`src/rtl/iob_pad_ctrl.sv`:
```
// Bidirectional pad controller: direction FSM with turnaround, synchronised input path.
// Define IOB_PAD_FILTER_EN to compile in the input glitch filter.
module iob_pad_ctrl #(
  parameter int unsigned TA_CYC   = 2,
  parameter int unsigned FILT_LEN = 4
) (
  input  logic clk,
  input  logic rst_n,
  input  logic out_en,
  input  logic out_data,
  input  logic pad_o,
  output logic pad_i,
  output logic pad_t,
  output logic drive_active,
  output logic in_data,
  output logic in_rise,
  output logic in_fall
);

  typedef enum logic [1:0] {
    RELEASE = 2'd0,
    TURN    = 2'd1,
    DRIVE   = 2'd2
  } dir_e;

  localparam logic [3:0] TA_LAST =
    (TA_CYC > 0) ? 4'(TA_CYC - 1) : 4'd0;

  if (TA_CYC > 15) begin : g_ta_range
    $error("iob_pad_ctrl: TA_CYC must be 0..15");
  end

  if (FILT_LEN < 1 || FILT_LEN > 255) begin : g_filt_range
    $error("iob_pad_ctrl: FILT_LEN must be 1..255");
  end

  dir_e       state_q, state_d;
  logic [3:0] ta_cnt_q, ta_cnt_d;
  logic       pad_t_q, pad_t_d;
  logic       drv_q, drv_d;
  logic       pad_i_q, pad_i_d;

  logic       sync1_q, sync2_q;
  logic       in_q, in_d;
  logic       rise_q, rise_d;
  logic       fall_q, fall_d;

  // Direction FSM: next state and turnaround count
  always_comb begin
    state_d  = state_q;
    ta_cnt_d = ta_cnt_q;
    unique case (state_q)
      RELEASE: begin
        ta_cnt_d = '0;
        if (out_en) begin
          state_d = (TA_CYC > 0) ? TURN : DRIVE;
        end
      end
      TURN: begin
        if (!out_en) begin
          state_d  = RELEASE;
          ta_cnt_d = '0;
        end else if (ta_cnt_q == TA_LAST) begin
          state_d  = DRIVE;
          ta_cnt_d = '0;
        end else begin
          ta_cnt_d = ta_cnt_q + 4'd1;
        end
      end
      DRIVE: begin
        ta_cnt_d = '0;
        if (!out_en) begin
          state_d = RELEASE;
        end
      end
      default: begin
        state_d  = RELEASE;
        ta_cnt_d = '0;
      end
    endcase
  end

  // Pad control decodes are registered from the current state
  always_comb begin
    pad_t_d = (state_q != DRIVE);
    drv_d   = (state_q == DRIVE);
    pad_i_d = out_data;
  end

  // Direction and output-data registers
  always_ff @(posedge clk or negedge rst_n) begin
    if (!rst_n) begin
      state_q  <= RELEASE;
      ta_cnt_q <= '0;
      pad_t_q  <= 1'b1;
      drv_q    <= 1'b0;
      pad_i_q  <= 1'b0;
    end else begin
      state_q  <= state_d;
      ta_cnt_q <= ta_cnt_d;
      pad_t_q  <= pad_t_d;
      drv_q    <= drv_d;
      pad_i_q  <= pad_i_d;
    end
  end

  // Two-flop synchroniser for the asynchronous pad value
  always_ff @(posedge clk or negedge rst_n) begin
    if (!rst_n) begin
      sync1_q <= 1'b0;
      sync2_q <= 1'b0;
    end else begin
      sync1_q <= pad_o;
      sync2_q <= sync1_q;
    end
  end

`ifdef IOB_PAD_FILTER_EN
  localparam logic [7:0] FILT_MAX = 8'(FILT_LEN);

  logic [7:0] filt_q, filt_d;

  // Glitch filter: count consecutive disagreeing cycles, flip on reaching length
  always_comb begin
    filt_d = '0;
    in_d   = in_q;
    if (sync2_q != in_q) begin
      if (filt_q + 8'd1 == FILT_MAX) begin
        in_d = ~in_q;
      end else begin
        filt_d = filt_q + 8'd1;
      end
    end
  end

  // Filter counter register
  always_ff @(posedge clk or negedge rst_n) begin
    if (!rst_n) begin
      filt_q <= '0;
    end else begin
      filt_q <= filt_d;
    end
  end
`else
  // Unfiltered: the synchroniser output is registered once more
  always_comb begin
    in_d = sync2_q;
  end
`endif

  // Edge detection against the current in_data value
  always_comb begin
    rise_d = in_d & ~in_q;
    fall_d = ~in_d & in_q;
  end

  // Input data and edge pulse registers
  always_ff @(posedge clk or negedge rst_n) begin
    if (!rst_n) begin
      in_q   <= 1'b0;
      rise_q <= 1'b0;
      fall_q <= 1'b0;
    end else begin
      in_q   <= in_d;
      rise_q <= rise_d;
      fall_q <= fall_d;
    end
  end

  assign pad_t        = pad_t_q;
  assign drive_active = drv_q;
  assign pad_i        = pad_i_q;
  assign in_data      = in_q;
  assign in_rise      = rise_q;
  assign in_fall      = fall_q;

endmodule
```
`config.mk`:
```
export PLATFORM = sky130hd
export DESIGN_NAME = iob_pad_ctrl
export DESIGN_NICKNAME = d
export VERILOG_FILES = /design/src/rtl/iob_pad_ctrl.sv
export SDC_FILE = /design/constraint.sdc
export NUM_CORES = 1
export LEC_CHECK = 0
export CAP_MARGIN = 10
export CELL_PAD_IN_SITES_DETAIL_PLACEMENT = 0
export CELL_PAD_IN_SITES_GLOBAL_PLACEMENT = 1
export CORE_AREA = 5 5 42 44
export CTS_CLUSTER_DIAMETER = 150
export CTS_CLUSTER_SIZE = 12
export DETAILED_ROUTE_END_ITERATION = 7
export DIE_AREA = 0 0 47 49
export PLACE_DENSITY_LB_ADDON = 0.15
export SYNTH_ARGS = -nofsm -noshare
export SYNTH_HDL_FRONTEND = slang
export SYNTH_SLANG_ARGS = --single-unit
```
`constraint.sdc`:
```
create_clock -name clk -period 1.86 [get_ports clk]
set_clock_uncertainty 0.1 [all_clocks]
set_input_delay 0.372 -clock clk [delete_from_list [all_inputs] [get_ports clk]]
set_output_delay 0.372 -clock clk [all_outputs]
set_load 0.01 [all_outputs]
```
After elaboration in Yosys (flattened, before gate mapping)
Index checks and enable logic that the tools add are counted.
{ "totals": {"register_bits": 14, "wordCells": 32, "out_inout_bits": 6, "inputBits": 5} }
{ "op_classes": {"n_reduce_logical": 2, "bitwise": 4, "eq_ne": 7, "mux": 8, "add_sub_neg": 1} }
{ "op_table": {"columns": ["op", "n"], "rows": [
  ["$mux W4", 3],
  ["$mux W2", 4],
  ["$ne A2 B2 Y1 const B", 3],
  ["$pmux W2 S3", 1],
  ["$add A4 B1 Y4 const B", 1],
  ["$eq A4 B1 Y1 const B", 1],
  ["$ne A3 B3 Y1 const B", 1],
  ["$reduce_and A3 Y1", 1],
  ["$and A1 B1 Y1", 2],
  ["$eq A2 B1 Y1 const B", 1],
  ["$eq A2 B2 Y1 const B", 1],
  ["$logic_not A2 Y1", 1],
  ["$not A1 Y1", 2]
]} }

Logic depth before layout (Yosys ltp)
{ "depth": {"depth_word": 4, "depth_mapped": 5, "mapped_depth_nobuf": 5} }

Least setup slack after synthesis
Ideal clock, no wire load.
{ "synth_path": {"path_type": "register to register", "from": "reg ta_cnt_q[1]", "to": "reg ta_cnt_q[2]", "arrival_ps": 960, "setup_slack_ps": 667, "t_required_ps": 1627, "stages_incl_launch_ff": 6, "period_less_slack_ps": 1193, "n_path_buf": 0, "setup_ps": 133, "cell_sequence": "dfrtp_1 inv_1 ha_1 inv_1 o311ai_2 nor2_1"} }
{ "synth_between": {"elab_chain_cells": 4, "elab_cells_between_ends": 5, "classes_between": "add/sub: 1; eq/ne: 1; mux: 3"} }
{ "synth_lines": {"columns": ["item", "line_no", "source"], "rows": [
  ["start: declaration", "38", "logic [3:0] ta_cnt_q, ta_cnt_d;"],
  ["start signal: assignment", "100", "ta_cnt_q <= ta_cnt_d;"],
  ["$add A4 B1 Y4 / $eq A4 B1 Y1 (equally long branches)", "67, 63", null],
  ["$mux W4 *", "63", "end else if (ta_cnt_q == TA_LAST) begin"],
  ["$mux W4 *", "60", "if (!out_en) begin"],
  ["$mux W4 *", "52", "unique case (state_q)"],
  ["named net ta_cnt_d[2]", "38", null]
]} }
Mark *: on every way through the listed nets, which the timed path passes. The rest lies on a longest branch.
A chain may end at the register's enable or synchronous reset.

Final worst setup path
{ "layout_path": {"from": "reg pad_t_q (netlist: pad_t)", "to": "out pad_t"} }
{ "layout_rtl": {"columns": ["item", "line_no", "source"], "rows": [
  ["start: declaration", "39", "logic pad_t_q, pad_t_d;"],
  ["start signal: assignment", "101", "pad_t_q <= pad_t_d;"],
  ["end: declaration", "13", "output logic pad_t,"]
]} }
No word-level cell between the ends.

==> results_dict.tcl <==
set metrics [dict create \
    fmax_mhz 560 \
    mappedNetlistArea_sq_um 498 \
    synth_nets 41 \
    setup_tns_ps 0 \
    yosysSeqAreaShare 0.706 \
    ys_warn_count 0 \
    final_net_count 56 \
    worst_slew_pin_slew_ps 579 \
    maxSlewViolCount 0 \
    cts_resized 0 \
    core_area_sq_um 1400 \
    cellPowerDensity_nw_per_um2 894 \
    dieArea_sq_um 2300 \
    end_kind "primary output" \
    cts_tree "yes" \
    rows 14 \
    vias_per_cell 4.52 \
    wl_per_cell_microns 11.5 \
    max-clock-path-buffers 2 \
    synthArstFlopShare 1.00 \
    synth.area.top_cells "dfrtp_1 65%, dfstp_2 5.3%, ha_1 5.0%, nor2b_1 5.0%, o311ai_2 3.3%" \
    ant_nets 0 \
    hold_buffers 0 \
    grt_usage 0.0815 \
    die_h_microns 49 \
    numCtsBuffers 3 \
    n_antenna_cell 0 \
    wirelength_microns 734 \
    critPathTopFamily "flip-flops" \
    grt_max_degree 15 \
    ys.flop_type "dfrtp_1" \
    p_leak_uw 0.000289 \
    final_cell_area_sq_um 654 \
    outcome "complete, no violations" \
    io_pins 11 \
    place_ws_ps 369 \
    path_clk_slew_ps 80 \
    synth_most_common_cell "dfrtp_1" \
    utilization 0.467 \
    worstPathArrival_ps 1310 \
    drt_iter0_drc 1 \
    portBuffers 10 \
    initial_core_util 0.355 \
    drv_cap 0 \
    hold_violations 0 \
    die_width_microns 47 \
    crit_chain "clkdlybuf4s50_1" \
    cts.sink_count 14 \
    path_buf_inv 1 \
    grt_pass1_wl_microns 1260 \
    final.min_clock_period_ps 1790 \
    ys_ff_latch 14 \
    synth_cell_types 13 \
    critPathMaxFanout 1 \
    firstDrtPassIters 3 \
    dr_total_vias 289 \
    placed_area_sq_um 618 \
    wl_met3_microns 68 \
    fin_crit_sh 0.960 \
    required_ps 1390 \
    syn-mean-instance-area_sq_um 14.6 \
    wl_met2_microns 354 \
    top_layer_used "met4" \
    grt_overflow 0 \
    wl_met1_microns 271 \
    crit_path_top_delay_cell "dfstp_2" \
    drive_above_1_share 0.146 \
    drcViolationCount 0 \
    hp-class "register to register" \
    root_buffer "clkbuf_4" \
    synth_top_area_share 0.653 \
    layout_setup_ws_ps 74.5 \
    post_cts_buffers 0 \
    crit_type "register to primary output" \
    synth_edf_count 0 \
    syn_inst 34 \
    finalSetupViolations 0 \
    worstSetupStartpointType "register" \
    slowest_delay_ps 520 \
    antenna_found_initial 0 \
    insertion_delay_ps 280 \
    synth_commonest_cells "13 x dfrtp_1, 4 x nor2_1, 4 x nor2b_1" \
    rsz0062_at_grt "false" \
    maxSlewHeadroom 0.613 \
    gp_congestion 0.748 \
    area_growth_pct 31.4 \
    peakVddDrop_uv 467 \
    h-tree-depth 1 \
    grt_pass1_vias 312 \
    dp_hpwl_microns 559 \
    synth_largest_area_cell "dfrtp_1" \
]
per-layer routing:
layer  GRT usage  vias up
li1            -      135
met1      0.0785      139
met2       0.118       10
met3      0.0258        5
met4      0.0968        0
met5           0        -
metrics by stage:
stage | hold slack [ps] | power (uW) | cells
2_1_floorplan | -23.6 | 349 | 34
3_3_place_gp | 239 | 377 | 60
3_5_place_dp | 241 | 379 | 60
4_1_cts | 259 | 595 | 64
5_1_grt | 262 | 614 | 64
6_report | 256 | 585 | 64
state kept, by name, summed over array words and instances (netlist names):
signal	flops
state_q	2
in_fall	1
pad_i	1
in_data	1
in_d	1
ta_cnt_q	4
pad_t	1
in_rise	1
sync1_q	1
drive_active	1
final timing paths:
path / from / endpoint / slack (ps) / cells past startpoint
min: sync1_q / in_d / 260 / 0
min in group asynchronous: rst_n / ta_cnt_q[1] / 360 / 1
max reg2reg: ta_cnt_q[1] / ta_cnt_q[2] / 520 / 5
max in group asynchronous: rst_n / sync1_q / 920 / 1
min reg2reg: sync1_q / in_d / 260 / 0
max: pad_t / pad_t / 70 / 1
final cells by class:
cell class | count | area, sq um
Tap cell | 16 | 20.0
Multi-Input combinational cell | 17 | 135
Timing Repair Buffer | 10 | 100
Inverter | 3 | 11.3
Clock buffer | 4 | 36.3
Sequential cell | 14 | 352
Fill cell | 126 | 747
logic make-up after synthesis:
group,synth area share
compound gates,0.0503
xor+xnor,0.0352
fa+ha+maj,0.0502
buf+inv,0.0226
flops,0.706
simple gates,0.136
cell usage in the layout, fill, tap and decap left out:
master / n
xnor2_1: 1
nor2_1: 4
ha_1: 2
nand3_1: 1
dfstp_2: 1
inv_1: 3
dfrtp_1: 13
clkbuf_8: 1
clkdlybuf4s50_1: 10
and2b_1: 1
nor4b_2: 1
a22o_1: 1
clkbuf_4: 3
xor2_1: 1
o311ai_2: 1
nor2b_1: 4
power by group:
part	internal [uW]	switching [uW]	leakage (uW)
clock	119	93.9	0.0000210
sequential	318	7.61	0.000178
combinational	25.9	20.8	0.0000903
total	463	122	0.000289
(Power assumes the default switching activity.)
